==> config.mk <==
export PLATFORM = sky130hd
export DESIGN_NAME = decide_var_ctrl
export DESIGN_NICKNAME = d
export VERILOG_FILES = /design/src/rtl/sat_pkg.sv /design/src/rtl/onehot_pri_enc.sv /design/src/rtl/decide_var_ctrl.sv
export SDC_FILE = /design/constraint.sdc
export NUM_CORES = 1
export LEC_CHECK = 0
export ABC_CLOCK_PERIOD_IN_PS = 4600
export BUFFER_PORTS_ARGS = -buffer_cell sky130_fd_sc_hd__buf_4
export CELL_PAD_IN_SITES_DETAIL_PLACEMENT = 0
export CELL_PAD_IN_SITES_GLOBAL_PLACEMENT = 1
export CORE_MARGIN = 2
export CORE_UTILIZATION = 32
export DETAILED_ROUTE_END_ITERATION = 16
export PLACE_DENSITY_LB_ADDON = 0.1
export SLEW_MARGIN = 20
export SYNTH_ARGS = -nofsm -noshare
export SYNTH_HDL_FRONTEND = slang
export SYNTH_SLANG_ARGS = --single-unit
==> constraint.sdc <==
create_clock -name clk -period 4.6 [get_ports clk]
set_input_delay 0.46 -clock clk [delete_from_list [all_inputs] [get_ports clk]]
set_output_delay 0.46 -clock clk [all_outputs]
set_load 0.01 [all_outputs]
==> src/rtl/sat_pkg.sv <==
// Shared definitions for the SAT decision datapath.
//
// Contents:
//   VALUE_W                  width of a variable value code {implied, val[1:0]}
//   VAL_FREE/FALSE/TRUE      two-bit polarity codes
//   dec_state_e              decision controller FSM states
//   decision_code()          builds the full value code for a fresh decision
package sat_pkg;

    localparam int unsigned VALUE_W = 3;

    localparam logic [1:0] VAL_FREE  = 2'b00;
    localparam logic [1:0] VAL_FALSE = 2'b01;
    localparam logic [1:0] VAL_TRUE  = 2'b10;

    typedef enum logic [1:0] {
        StIdle,
        StIssue,
        StDone
    } dec_state_e;

    // Decisions are never implied, so bit 2 is always clear.
    function automatic logic [VALUE_W-1:0] decision_code(input logic phase);
        return {1'b0, (phase ? VAL_TRUE : VAL_FALSE)};
    endfunction

endpackage

==> src/rtl/onehot_pri_enc.sv <==
// Lowest-set-bit priority encoder.
//
// Converts a multi-hot candidate vector into the binary index of its
// lowest-numbered set bit.
//
// Ports:
//   onehot_i  [NUM_VARS-1:0]   candidate vector
//   idx_o     [WIDTH_VAR-1:0]  index of the lowest set bit (0 when none set)
//   found_o                    at least one bit of onehot_i is set
module onehot_pri_enc #(
    parameter int unsigned NUM_VARS  = 8,
    parameter int unsigned WIDTH_VAR = $clog2(NUM_VARS)
) (
    input  logic [NUM_VARS-1:0]  onehot_i,
    output logic [WIDTH_VAR-1:0] idx_o,
    output logic                 found_o
);

    // Scan from the top down so the last hit, i.e. the lowest bit, wins.
    always_comb begin
        idx_o = '0;
        for (int i = NUM_VARS - 1; i >= 0; i--) begin
            if (onehot_i[i]) begin
                idx_o = WIDTH_VAR'(i);
            end
        end
    end

    assign found_o = |onehot_i;

endmodule

==> src/rtl/decide_var_ctrl.sv <==
// Decision variable controller.
//
// Picks the lowest-numbered free variable from index_i on a start request,
// offers it to the state list with the next decision level, and holds the
// offer until acknowledged. Reports "all variables assigned" when no
// candidate exists and flags a sticky error if the level would overflow.
//
// Optional feature: define DECIDE_PHASE_SAVE_EN to keep a saved polarity per
// variable (written through the phase_* port); the decision then uses the
// saved polarity. Without it every decision is "false" and phase_* is unused.
//
// Ports:
//   clk, rst         clock, synchronous active-high reset
//   start_decide_i   request a decision (sampled in idle only)
//   index_i          free-variable candidate vector
//   level_i          current decision level
//   ack_i            state list accepted the offered assignment
//   phase_upd_i      saved-phase write strobe
//   phase_var_i      variable whose saved phase is written
//   phase_val_i      polarity written (1 = true)
//   valid_o          assignment offered
//   var_o            decided variable
//   value_o          value code {implied, val[1:0]}
//   level_o          new decision level
//   done_decide_o    decision finished (one-cycle pulse)
//   all_assigned_o   no free variable (one-cycle pulse)
//   err_lvl_o        decision level overflow (sticky until reset)
module decide_var_ctrl
    import sat_pkg::*;
#(
    parameter int unsigned NUM_VARS  = 8,
    parameter int unsigned WIDTH_VAR = $clog2(NUM_VARS),
    parameter int unsigned WIDTH_LVL = 16
) (
    input  logic                 clk,
    input  logic                 rst,
    input  logic                 start_decide_i,
    input  logic [NUM_VARS-1:0]  index_i,
    input  logic [WIDTH_LVL-1:0] level_i,
    input  logic                 ack_i,
    input  logic                 phase_upd_i,
    input  logic [WIDTH_VAR-1:0] phase_var_i,
    input  logic                 phase_val_i,
    output logic                 valid_o,
    output logic [WIDTH_VAR-1:0] var_o,
    output logic [VALUE_W-1:0]   value_o,
    output logic [WIDTH_LVL-1:0] level_o,
    output logic                 done_decide_o,
    output logic                 all_assigned_o,
    output logic                 err_lvl_o
);

    localparam logic [WIDTH_LVL-1:0] LvlMax = '1;
    localparam logic [WIDTH_LVL-1:0] LvlOne = WIDTH_LVL'(1);

    dec_state_e             state_q;
    logic                   valid_q;
    logic [WIDTH_VAR-1:0]   var_q;
    logic [VALUE_W-1:0]     value_q;
    logic [WIDTH_LVL-1:0]   level_q;
    logic                   done_q;
    logic                   all_asg_q;
    logic                   err_q;

    logic [WIDTH_VAR-1:0]   cand_idx;
    logic                   cand_found;
    logic                   phase_sel;

    onehot_pri_enc #(
        .NUM_VARS  (NUM_VARS),
        .WIDTH_VAR (WIDTH_VAR)
    ) u_pri_enc (
        .onehot_i (index_i),
        .idx_o    (cand_idx),
        .found_o  (cand_found)
    );

`ifdef DECIDE_PHASE_SAVE_EN
    logic [NUM_VARS-1:0] phase_q;

    // A write in the same cycle as a capture lands after the edge, so the
    // capture naturally sees the old bit.
    always_ff @(posedge clk) begin
        if (rst) begin
            phase_q <= '0;
        end else if (phase_upd_i && (32'(phase_var_i) < NUM_VARS)) begin
            phase_q[phase_var_i] <= phase_val_i;
        end
    end

    assign phase_sel = phase_q[cand_idx];
`else
    logic unused_phase;
    assign unused_phase = ^{phase_upd_i, phase_var_i, phase_val_i};
    assign phase_sel    = 1'b0;
`endif

    always_ff @(posedge clk) begin
        if (rst) begin
            state_q   <= StIdle;
            valid_q   <= 1'b0;
            var_q     <= '0;
            value_q   <= '0;
            level_q   <= '0;
            done_q    <= 1'b0;
            all_asg_q <= 1'b0;
            err_q     <= 1'b0;
        end else begin
            done_q    <= 1'b0;
            all_asg_q <= 1'b0;
            unique case (state_q)
                StIdle: begin
                    if (start_decide_i) begin
                        if (level_i == LvlMax) begin
                            // No room for another level: refuse the decision.
                            err_q  <= 1'b1;
                            done_q <= 1'b1;
                        end else if (!cand_found) begin
                            all_asg_q <= 1'b1;
                            done_q    <= 1'b1;
                        end else begin
                            var_q   <= cand_idx;
                            level_q <= level_i + LvlOne;
                            value_q <= decision_code(phase_sel);
                            valid_q <= 1'b1;
                            state_q <= StIssue;
                        end
                    end
                end
                StIssue: begin
                    if (ack_i) begin
                        valid_q <= 1'b0;
                        done_q  <= 1'b1;
                        state_q <= StDone;
                    end
                end
                StDone: begin
                    // done_q is high for exactly this cycle.
                    state_q <= StIdle;
                end
                default: begin
                    state_q <= StIdle;
                end
            endcase
        end
    end

    assign valid_o        = valid_q;
    assign var_o          = var_q;
    assign value_o        = value_q;
    assign level_o        = level_q;
    assign done_decide_o  = done_q;
    assign all_assigned_o = all_asg_q;
    assign err_lvl_o      = err_q;

endmodule
### Word-level counts from Yosys, hierarchy flattened

Index checks and enable logic that the tools add are counted.

| word-level totals | value |
|---|---|
| bits in registers | 26 |
| input bits | 33 |
| output and inout bits | 26 |
| word-level logic and storage cells | 49 |

| operators by class | value |
|---|---|
| $add $sub $neg | 1 |
| equality and inequality tests | 6 |
| muxes and demuxes | 23 |
| bitwise logic cells | 3 |
| reduce and logical (&&, ||, !) cells | 8 |

Operators with widths:

| cell | count |
|---|---|
| 3-bit two-way mux | 8 |
| 16-bit by 1-bit adder with 16-bit output (second input constant) | 1 |
| 16-bit equality test (second input constant) | 1 |
| 1-bit two-way mux | 8 |
| 2-bit two-way mux | 4 |
| 2-bit != test (second input constant) | 4 |
| 4-bit AND reduction | 2 |
| 8-bit OR reduction | 1 |
| 5-bit AND reduction | 1 |
| 1-bit one-hot mux with 2 select lines | 2 |
| 2-bit one-hot mux with 2 select lines | 1 |
| 4-bit OR reduction | 1 |
| 1-bit inverter | 3 |
| 3-bit AND reduction | 1 |
| 2-bit by 1-bit equality test with 1-bit output (second input constant) | 1 |
| 2-bit logical NOT | 1 |
| 2-bit nonzero test | 1 |

### Logic depth before layout (Yosys ltp)

Gate-level depths: netlist of the first run.

| depth | value |
|---|---|
| depth after elaboration | 8 |
| depth in mapped cells | 6 |
| gate-level depth less buffers | 5 |

### Hierarchy

A second synthesis of the first run with hierarchy kept.

| second synthesis, totals | value |
|---|---|
| cells, all modules | 156 |
| area total of the unflattened synthesis | 1457.6 um^2 |

Modules (own cells, without submodules):

| module | instances | cells an instance | area each (um^2) | sequential area each (um^2) |
|---|---|---|---|---|
| decide_var_ctrl | 1 | 143 | 1376.3 | 520.5 |
| onehot_pri_enc | 1 | 13 | 81.3 | 0.0 |

### Worst setup path after synthesis of the first run

No wires, ideal clock.

| timing path | value |
|---|---|
| path type | input to register |
| start point | input port index_i[4] |
| end point | register level_q[7], in the netlist level_o[7] |
| library setup time | 0.140 ns |
| arrival | 1.683 ns |
| data required time | 4.460 ns |
| slack | 2.777 ns |
| stages on the path | 6 |
| path buffers | 2 |
| cell sequence | or4_1 > o21a_1 > buf_6 > buf_6 > a21oi_2 > a211oi_2 |

| between the ends | value |
|---|---|
| word-level cells in the longest chain between the ends | 2 |

Ends and longest elaborated chain:

| element | RTL line | source |
|---|---|---|
| start, declared | decide_var_ctrl.sv:38 | `input logic [NUM_VARS-1:0] index_i,` |
| 8-bit OR reduction | onehot_pri_enc.sv:29 | `assign found_o = \|onehot_i;` |
| 4-bit AND reduction (no source line) | -- |  |
| end signal, assigned | decide_var_ctrl.sv:123 | `level_q <= level_i + LvlOne;` |
| end, declared | decide_var_ctrl.sv:60 | `logic [WIDTH_LVL-1:0] level_q;` |

No other way between the ends.
A chain may end at the register's enable or synchronous reset.

### Worst setup path in the final report of the first run

| timing path | value |
|---|---|
| start point | register state_q[0] |
| end point | register var_q[2], in the netlist var_o[2] |

| between the ends | value |
|---|---|
| word-level cells in the longest chain between the ends | 2 |

Ends and longest elaborated chain:

| element | RTL line | source |
|---|---|---|
| start, declared | decide_var_ctrl.sv:56 | `dec_state_e state_q;` |
| start signal, assigned | decide_var_ctrl.sv:100 | `state_q <= StIdle;` |
| start signal, assigned | decide_var_ctrl.sv:126 | `state_q <= StIssue;` |
| start signal, assigned | decide_var_ctrl.sv:134 | `state_q <= StDone;` |
| 2-bit logical NOT | decide_var_ctrl.sv:111 | `unique case (state_q)` |
| 4-bit AND reduction (no source line) | -- |  |
| end signal, assigned | decide_var_ctrl.sv:122 | `var_q <= cand_idx;` |
| end, declared | decide_var_ctrl.sv:58 | `logic [WIDTH_VAR-1:0] var_q;` |

No other way between the ends.

==> flow_summary.json, run 1 <==
{
  "slew-limit-headroom": 0.4009,
  "multi_input_area_um2": 833.3,
  "worst_pin_slew_ns": 0.8977,
  "yosys_warnings": 0,
  "routed_via_density": 5.237,
  "critical_path_buf_inv_count": 0,
  "drt-initial-drc-count": 58,
  "status": "finished clean",
  "most_frequent_cells_in_the_layout": "51 x buf_4, 26 x dfxtp_1, 15 x a21oi_1",
  "initial_antenna_violation_count": 0,
  "insertion_delay_ns": 0.27,
  "cells_traversed_along_the_worst_timing_path": "nor3b_2, o21a_1, a21oi_1, a311oi_2",
  "ant_nets": 0,
  "final_cell_area_mm2": 0.001876,
  "tritoncts": "done",
  "total_leakage_power_nw": 0.7369,
  "cap_viol_max_count": 0,
  "clock_skew_ns": 0.002293,
  "die_y_extent_um": 71.41,
  "critical_path.endpoint": "var_o[2]",
  "via_count_of_the_routed_design": 1325,
  "worst-r2r-setup-slack_ns": 2.53,
  "cts.htree.levels": 1,
  "worst_setup_path_end_kind": "flip-flop",
  "dpl_worst_slack_ns": 2.288,
  "synth.yosys.seq_area_share": 0.3580,
  "worst_r2r_endpoint": "var_o[2]",
  "crit_family": "compound AO/OA/AOI/OAI gates",
  "leading_register_cell_type_out_of_synthesis": "dfxtp_1",
  "slowest_stage": "o21a_1",
  "p_per_area_mw_per_mm2": 280.6,
  "detailed_place_hpwl_mm": 2.842,
  "fillerInstances": 444,
  "critical_path_cell_count": 4,
  "hold_class": "primary input to flip-flop",
  "yosys-mux-area-fraction": 0.006885,
  "synth_cells": 157,
  "globalplace.congestion": 0.7384,
  "synth_top_family_by_area": "compound AO/OA/AOI/OAI gates",
  "cts_post_setup_buffers_inserted": 0,
  "grt_start_max_net_pins": 25,
  "worst_ep_required_time_ns": 4.79,
  "cts-buffers-inserted": 3,
  "register_area_um2": 520.5,
  "synth_edf_count": 0,
  "synthesis.area_per_instance_um2": 9.260,
  "startpoint": "state_q[0]",
  "die_area_mm2": 0.005099,
  "post-route-min-period_ns": 2.072,
  "final_min_period_over_clock_period": 0.4504,
  "worstPathMaxFanout": 19,
  "critical_path.max_stage_delay_ns": 0.79,
  "peak_freq_ghz": 0.4827,
  "rows": 24,
  "io_buffer_count": 51,
  "cts.sink_count": 26,
  "grt_first_pass_wirelength_mm": 6.299,
  "die_width_um": 71.41,
  "wire_per_inst_um": 15.18,
  "regToRegStartpoint": "state_q[0]",
  "drt_first_pass_iters": 4,
  "ys_types": 42,
  "layout_setup_ws_ns": 2.528,
  "grt_remaining_overflow": 0,
  "cts-root-buf": "clkbuf_8",
  "worst-r2r-cell-count": 4,
  "synthArstFlopShare": 0,
  "compound_gate_portion_of_the_synthesized_area": 0.2745,
  "finalNetCount": 236,
  "vias_in_the_first_global_route": 1333,
  "clk_transition_reported_paths_ns": 0.09,
  "timing.final.hold_violations": 0,
  "crit_arrival_ns": 2.26,
  "ir_drop_mv": 0.1812,
  "synth.cell_area_mm2": 0.001454,
  "antenna_cells_inserted": 0,
  "post_route_cells_drive_above_1_share": 0.4129,
  "grtUsageTotal": 0.1537,
  "syn_to_final_growth_pct": 29.00,
  "report.final.setup_viol": 0,
  "grt_setup_unrepaired": "false",
  "effective_utilization_at_floorplan": 0.3339,
  "drc_violation_count_after_routing": 0,
  "synth_simple_gate_area_share": 0.1997,
  "synth_xor_area_frac": 0.07831,
  "critical_path_class": "flip-flop to flip-flop",
  "ys_ff_latch": 26,
  "hold-worst-slack_ns": 0.4040,
  "synthesized_area_fraction_occupied_by_adder_cells": 0.008606,
  "totalWireLength_mm": 3.841,
  "clk_path_buf_depth": 2,
  "fin_setup_tns_ns": 0,
  "design.portCount": 59,
  "core_area_mm2": 0.004354,
  "cp-start-kind": "flip-flop",
  "dpl-instance-area_mm2": 0.001821,
  "most_frequent_standard_cell_in_the_layout_excluding_fill_and_tap_cells": "buf_4",
  "report.final.slew_viol_count": 0,
  "post-route-util": 0.4307,
  "hold_buffer_count_at_cts": 0,
  "cts_resized": 0
}
[how the worst min path moves through the flow]
stage	startpoint	end	slack [ns]	cells after the start
2_1_floorplan	valid_o	valid_o	0.48	2
3_3_place_gp	var_o[0]	var_o[0]	0.45	2
3_5_place_dp	valid_o	valid_o	0.46	2
4_1_cts	level_i[0]	level_o[0]	0.40	2
5_1_grt	level_i[0]	level_o[0]	0.39	2
6_report	level_i[0]	level_o[0]	0.40	2
[report_power, final]
part           internal, mW  switching (mW)
Sequential            0.242          0.0102
Clock                0.0764          0.0693
Combinational        0.0619          0.0662
Total                 0.381           0.146
[sequential cells by signal, summed over array words and instances, names as in the netlist]
signal,flops
all_assigned_o,1
done_decide_o,1
err_lvl_o,1
level_o,16
state_q,2
valid_o,1
value_o,1
var_o,3
[layout make-up]
| type | instances | area share |
|---|---|---|
| multi-input cells | 115 | 0.4443 |
| flip-flops and latches | 26 | 0.2775 |
| repair buffers | 51 | 0.2041 |
| well taps | 52 | 0.03469 |
| clock buffers | 4 | 0.02935 |
| inverters | 5 | 0.01001 |
[stage by stage]
| step | power, mW | instances |
|---|---|---|
| 6_report | 0.5263 | 253 |
| 4_1_cts | 0.5354 | 253 |
| 5_1_grt | 0.5592 | 253 |
| 2_1_floorplan | 0.3300 | 158 |
| 3_3_place_gp | 0.3837 | 249 |
| 3_5_place_dp | 0.3870 | 249 |
[Yosys cell counts (5+ instances only)]
cell type	instances	area share
a21oi_1	15	0.052
dfxtp_1	26	0.36
a211oi_1	6	0.031
nand3_1	6	0.021
nand4_1	6	0.026
a21oi_2	7	0.042
inv_1	5	0.013
nor2_1	10	0.026
a211oi_2	9	0.077
xnor2_1	11	0.066
[routing by layer]
layer  GRT usage  up-vias  routed length [um]
met5           0        -                   0
met4     0.02725        0                  21
met3     0.04360        2                 252
met2      0.2798       37                1991
met1      0.1807      624                1575
li1            -      662                   -
[worst reg2reg max path: cells and delay by family (launching register included)]
family | cells | cell delay, ns
AOI/OAI and AO/OA | 3 | 1.22
DFF | 1 | 0.33
and+or+nand+nor | 1 | 0.44
[cells by family after synthesis]
family	count (synthesis)
compound gates	50
simple gates	48
flops	26
buf+inv	17
xor+xnor	13
fa+ha+maj	1
other cells	1
mux	1
Note: power is estimated with default switching activity, not from simulation.
==> run 2: changes to the inputs <==
--- a/config.mk
+++ b/config.mk
@@ -5,12 +5,13 @@
 export SDC_FILE = /design/constraint.sdc
 export NUM_CORES = 1
 export LEC_CHECK = 0
-export ABC_CLOCK_PERIOD_IN_PS = 4600
+export ABC_AREA = 1
+export ABC_CLOCK_PERIOD_IN_PS = 1900
 export BUFFER_PORTS_ARGS = -buffer_cell sky130_fd_sc_hd__buf_4
 export CELL_PAD_IN_SITES_DETAIL_PLACEMENT = 0
 export CELL_PAD_IN_SITES_GLOBAL_PLACEMENT = 1
 export CORE_MARGIN = 2
-export CORE_UTILIZATION = 32
+export CORE_UTILIZATION = 30
 export DETAILED_ROUTE_END_ITERATION = 16
 export PLACE_DENSITY_LB_ADDON = 0.1
 export SLEW_MARGIN = 20
==> constraint.sdc (replaced) <==
create_clock -name clk -period 1.9 [get_ports clk]
set_input_delay 0.19 -clock clk [delete_from_list [all_inputs] [get_ports clk]]
set_output_delay 0.19 -clock clk [all_outputs]
set_load 0.01 [all_outputs]
==> run 2 against run 1 <==
- final area is 6.6% higher
- critical endpoint is now level_o[2]
- register-to-register slack got worse by 2.2 ns
- maximum frequency increased by 36%
==> flow_summary.json, run 2 <==
{
  "status": "finished clean",
  "drt-initial-drc-count": 45,
  "syn_to_final_growth_pct": 32.61,
  "die_width_um": 74.89,
  "crit_path_frequent_cell": "nand2_2",
  "die_y_extent_um": 74.89,
  "most_frequent_cells_in_the_layout": "53 x buf_4, 32 x nor2_1, 30 x nand2_1",
  "synth.top_cell.area_share": 0.3452,
  "finalNetCount": 292,
  "drt_first_pass_iters": 4,
  "core_area_mm2": 0.004786,
  "synthArstFlopShare": 0,
  "fin_setup_tns_ns": 0,
  "antenna_cells_inserted": 0,
  "synthMostInstantiatedCell": "nor2_1",
  "detailed_place_hpwl_mm": 2.713,
  "p_per_area_mw_per_mm2": 703.9,
  "worst_setup_path_end_kind": "flip-flop",
  "routed_via_density": 4.228,
  "vias_in_the_first_global_route": 1343,
  "most_frequent_standard_cell_in_the_layout_excluding_fill_and_tap_cells": "buf_4",
  "critical_path.max_stage_delay_ns": 0.33,
  "clock_skew_ns": 0.004940,
  "insertion_delay_ns": 0.28,
  "yosys-mux-area-fraction": 0,
  "peak_freq_ghz": 0.6562,
  "post-route-util": 0.4178,
  "wire_per_inst_um": 10.60,
  "cts-buffers-inserted": 3,
  "design.portCount": 59,
  "synth.cell_area_mm2": 0.001508,
  "grtUsageTotal": 0.1331,
  "ir_drop_mv": 0.2784,
  "number_of_flip_flops_under_the_largest_register_name": 16,
  "io_buffer_count": 51,
  "die_area_mm2": 0.005609,
  "synth_xor_area_frac": 0.06390,
  "hold_buffer_count_at_cts": 0,
  "cts_post_setup_buffers_inserted": 0,
  "ys_types": 33,
  "synth.yosys.seq_area_share": 0.3452,
  "ant_nets": 0,
  "timing.final.hold_violations": 0,
  "cts.sink_count": 26,
  "critical_path_class": "flip-flop to flip-flop",
  "netlist_top_cells_area": "dfxtp_1 35%, nor2_1 8.0%, nand2_1 7.5%, inv_1 5.0%, o21ai_1 5.0%",
  "tritoncts": "done",
  "synth_cells": 206,
  "via_count_of_the_routed_design": 1370,
  "report.final.slew_viol_count": 0,
  "synth_top_cell_by_area": "dfxtp_1",
  "hold_class": "primary input to flip-flop",
  "report.final.setup_viol": 0,
  "rows": 25,
  "leading_register_cell_type_out_of_synthesis": "dfxtp_1",
  "post-route-min-period_ns": 1.524,
  "cap_viol_max_count": 0,
  "crit_arrival_ns": 1.70,
  "grt_start_max_net_pins": 19,
  "synth_top_family_by_area": "simple AND/OR/NAND/NOR gates",
  "worst_ep_required_time_ns": 2.07,
  "worstPathMaxFanout": 12,
  "yosys_warnings": 0,
  "cp-start-kind": "flip-flop",
  "slowest_stage": "dfxtp_1",
  "grt_first_pass_wirelength_mm": 5.740,
  "clk_path_buf_depth": 2,
  "cts.htree.levels": 1,
  "total_leakage_power_nw": 0.9968,
  "post_route_cells_drive_above_1_share": 0.3619,
  "globalplace.congestion": 0.7434,
  "grt_remaining_overflow": 0,
  "ys_ff_latch": 26,
  "compound_gate_portion_of_the_synthesized_area": 0.1095,
  "initial_antenna_violation_count": 0,
  "synth_edf_count": 0,
  "synth_simple_gate_area_share": 0.3552,
  "cells_traversed_along_the_worst_timing_path": "nor2_1, nand2_2, nor2_8, buf_4, nand2_2, nand2_1, a21oi_2",
  "grt_setup_unrepaired": "false",
  "ys_top_cells_by_count": "32 x nor2_1, 30 x nand2_1, 26 x dfxtp_1",
  "synthesis.area_per_instance_um2": 7.319,
  "clk_transition_reported_paths_ns": 0.10,
  "cts-root-buf": "clkbuf_8",
  "totalWireLength_mm": 3.435,
  "effective_utilization_at_floorplan": 0.3150,
  "drc_violation_count_after_routing": 0,
  "cts_resized": 0,
  "final_min_period_over_clock_period": 0.8020,
  "synthesized_area_fraction_occupied_by_adder_cells": 0.008299
}
-- run 2: cell count changes in the layout (fill, tap and decap cells not counted), moves of 5 or more --
cell | before | now
nand2_2 | 1 | 7
a211oi_2 | 9 | 0
inv_2 | 0 | 6
xor2_1 | 2 | 7
a211oi_1 | 6 | 0
a21oi_1 | 15 | 7
nor2_1 | 10 | 32
inv_1 | 5 | 20
o21ai_1 | 0 | 15
xnor2_1 | 11 | 4
nor2_2 | 1 | 10
nand2_1 | 4 | 30
-- run 2: worst paths after layout --
check | start | end | slack (ns) | cells past startpoint
worst max-delay path | state_q[0] | level_o[2] | 0.38 | 7
worst min-delay path | rst | var_o[1] | 0.14 | 2
worst max register to register | state_q[0] | level_o[2] | 0.38 | 7
worst min register to register | level_o[3] | level_o[3] | 0.45 | 2
-- run 2: logic make-up (layout without fill, tap and decap cells) --
kind of cell | Yosys count | in the layout
compound gates | 29 | 29
buf+inv | 34 | 84
simple gates | 104 | 104
xor+xnor | 11 | 11
flops | 26 | 26
fa+ha+maj | 1 | 1
other cells | 1 | 2
-- run 2: power breakdown --
group	internal, mW	total, mW	leakage, nW	switching [mW]
Clock	0.282	0.475	0.0357	0.193
Combinational	0.151	0.322	0.746	0.171
Sequential	0.588	0.610	0.215	0.0219
Total	1.02	1.41	0.997	0.386
-- run 2: area by class of cell --
| cell class | count | area [um^2] |
|---|---|---|
| clock buffer | 3 | 41.29 |
| clock inverter | 1 | 30.03 |
| fill | 540 | 2786 |
| inverter | 27 | 108.9 |
| multi-input combinational | 147 | 817.0 |
| sequential | 26 | 520.5 |
| tap | 67 | 83.83 |
| timing repair buffer | 53 | 397.9 |
-- run 2: per-stage QoR --
| stage | area (um^2) | instances | hold WS, ns | setup slack (ns) | total power, mW |
|---|---|---|---|---|---|
| 5_1_grt | 1999 | 324 | 0.1313 | 0.2282 | 1.499 |
| 4_1_cts | 1999 | 324 | 0.1361 | 0.3564 | 1.432 |
| 3_5_place_dp | 1928 | 320 | 0.4354 | 0.2014 | 0.9515 |
| 3_3_place_gp | 1928 | 320 | 0.4410 | 0.2052 | 0.9524 |
| 6_report | 1999 | 324 | 0.1381 | 0.3762 | 1.407 |
| 2_1_floorplan | 1511 | 207 | 0.3510 | 0.5642 | 0.8154 |
-- run 2: metal layers --
layer | track usage | share of wire
met1 | 0.1597 | 0.46
met2 | 0.2427 | 0.49
met3 | 0.02008 | 0.044
met4 | 0.04167 | 0.0064
met5 | 0 | 0
-- run 2: critical path, delay by kind of cell (launching register included) --
family | cells | cell delay, ns
flip-flops | 1 | 0.33
AND/OR/NAND/NOR | 5 | 0.80
AO/OA/AOI/OAI | 1 | 0.03
buffers and inverters | 1 | 0.26
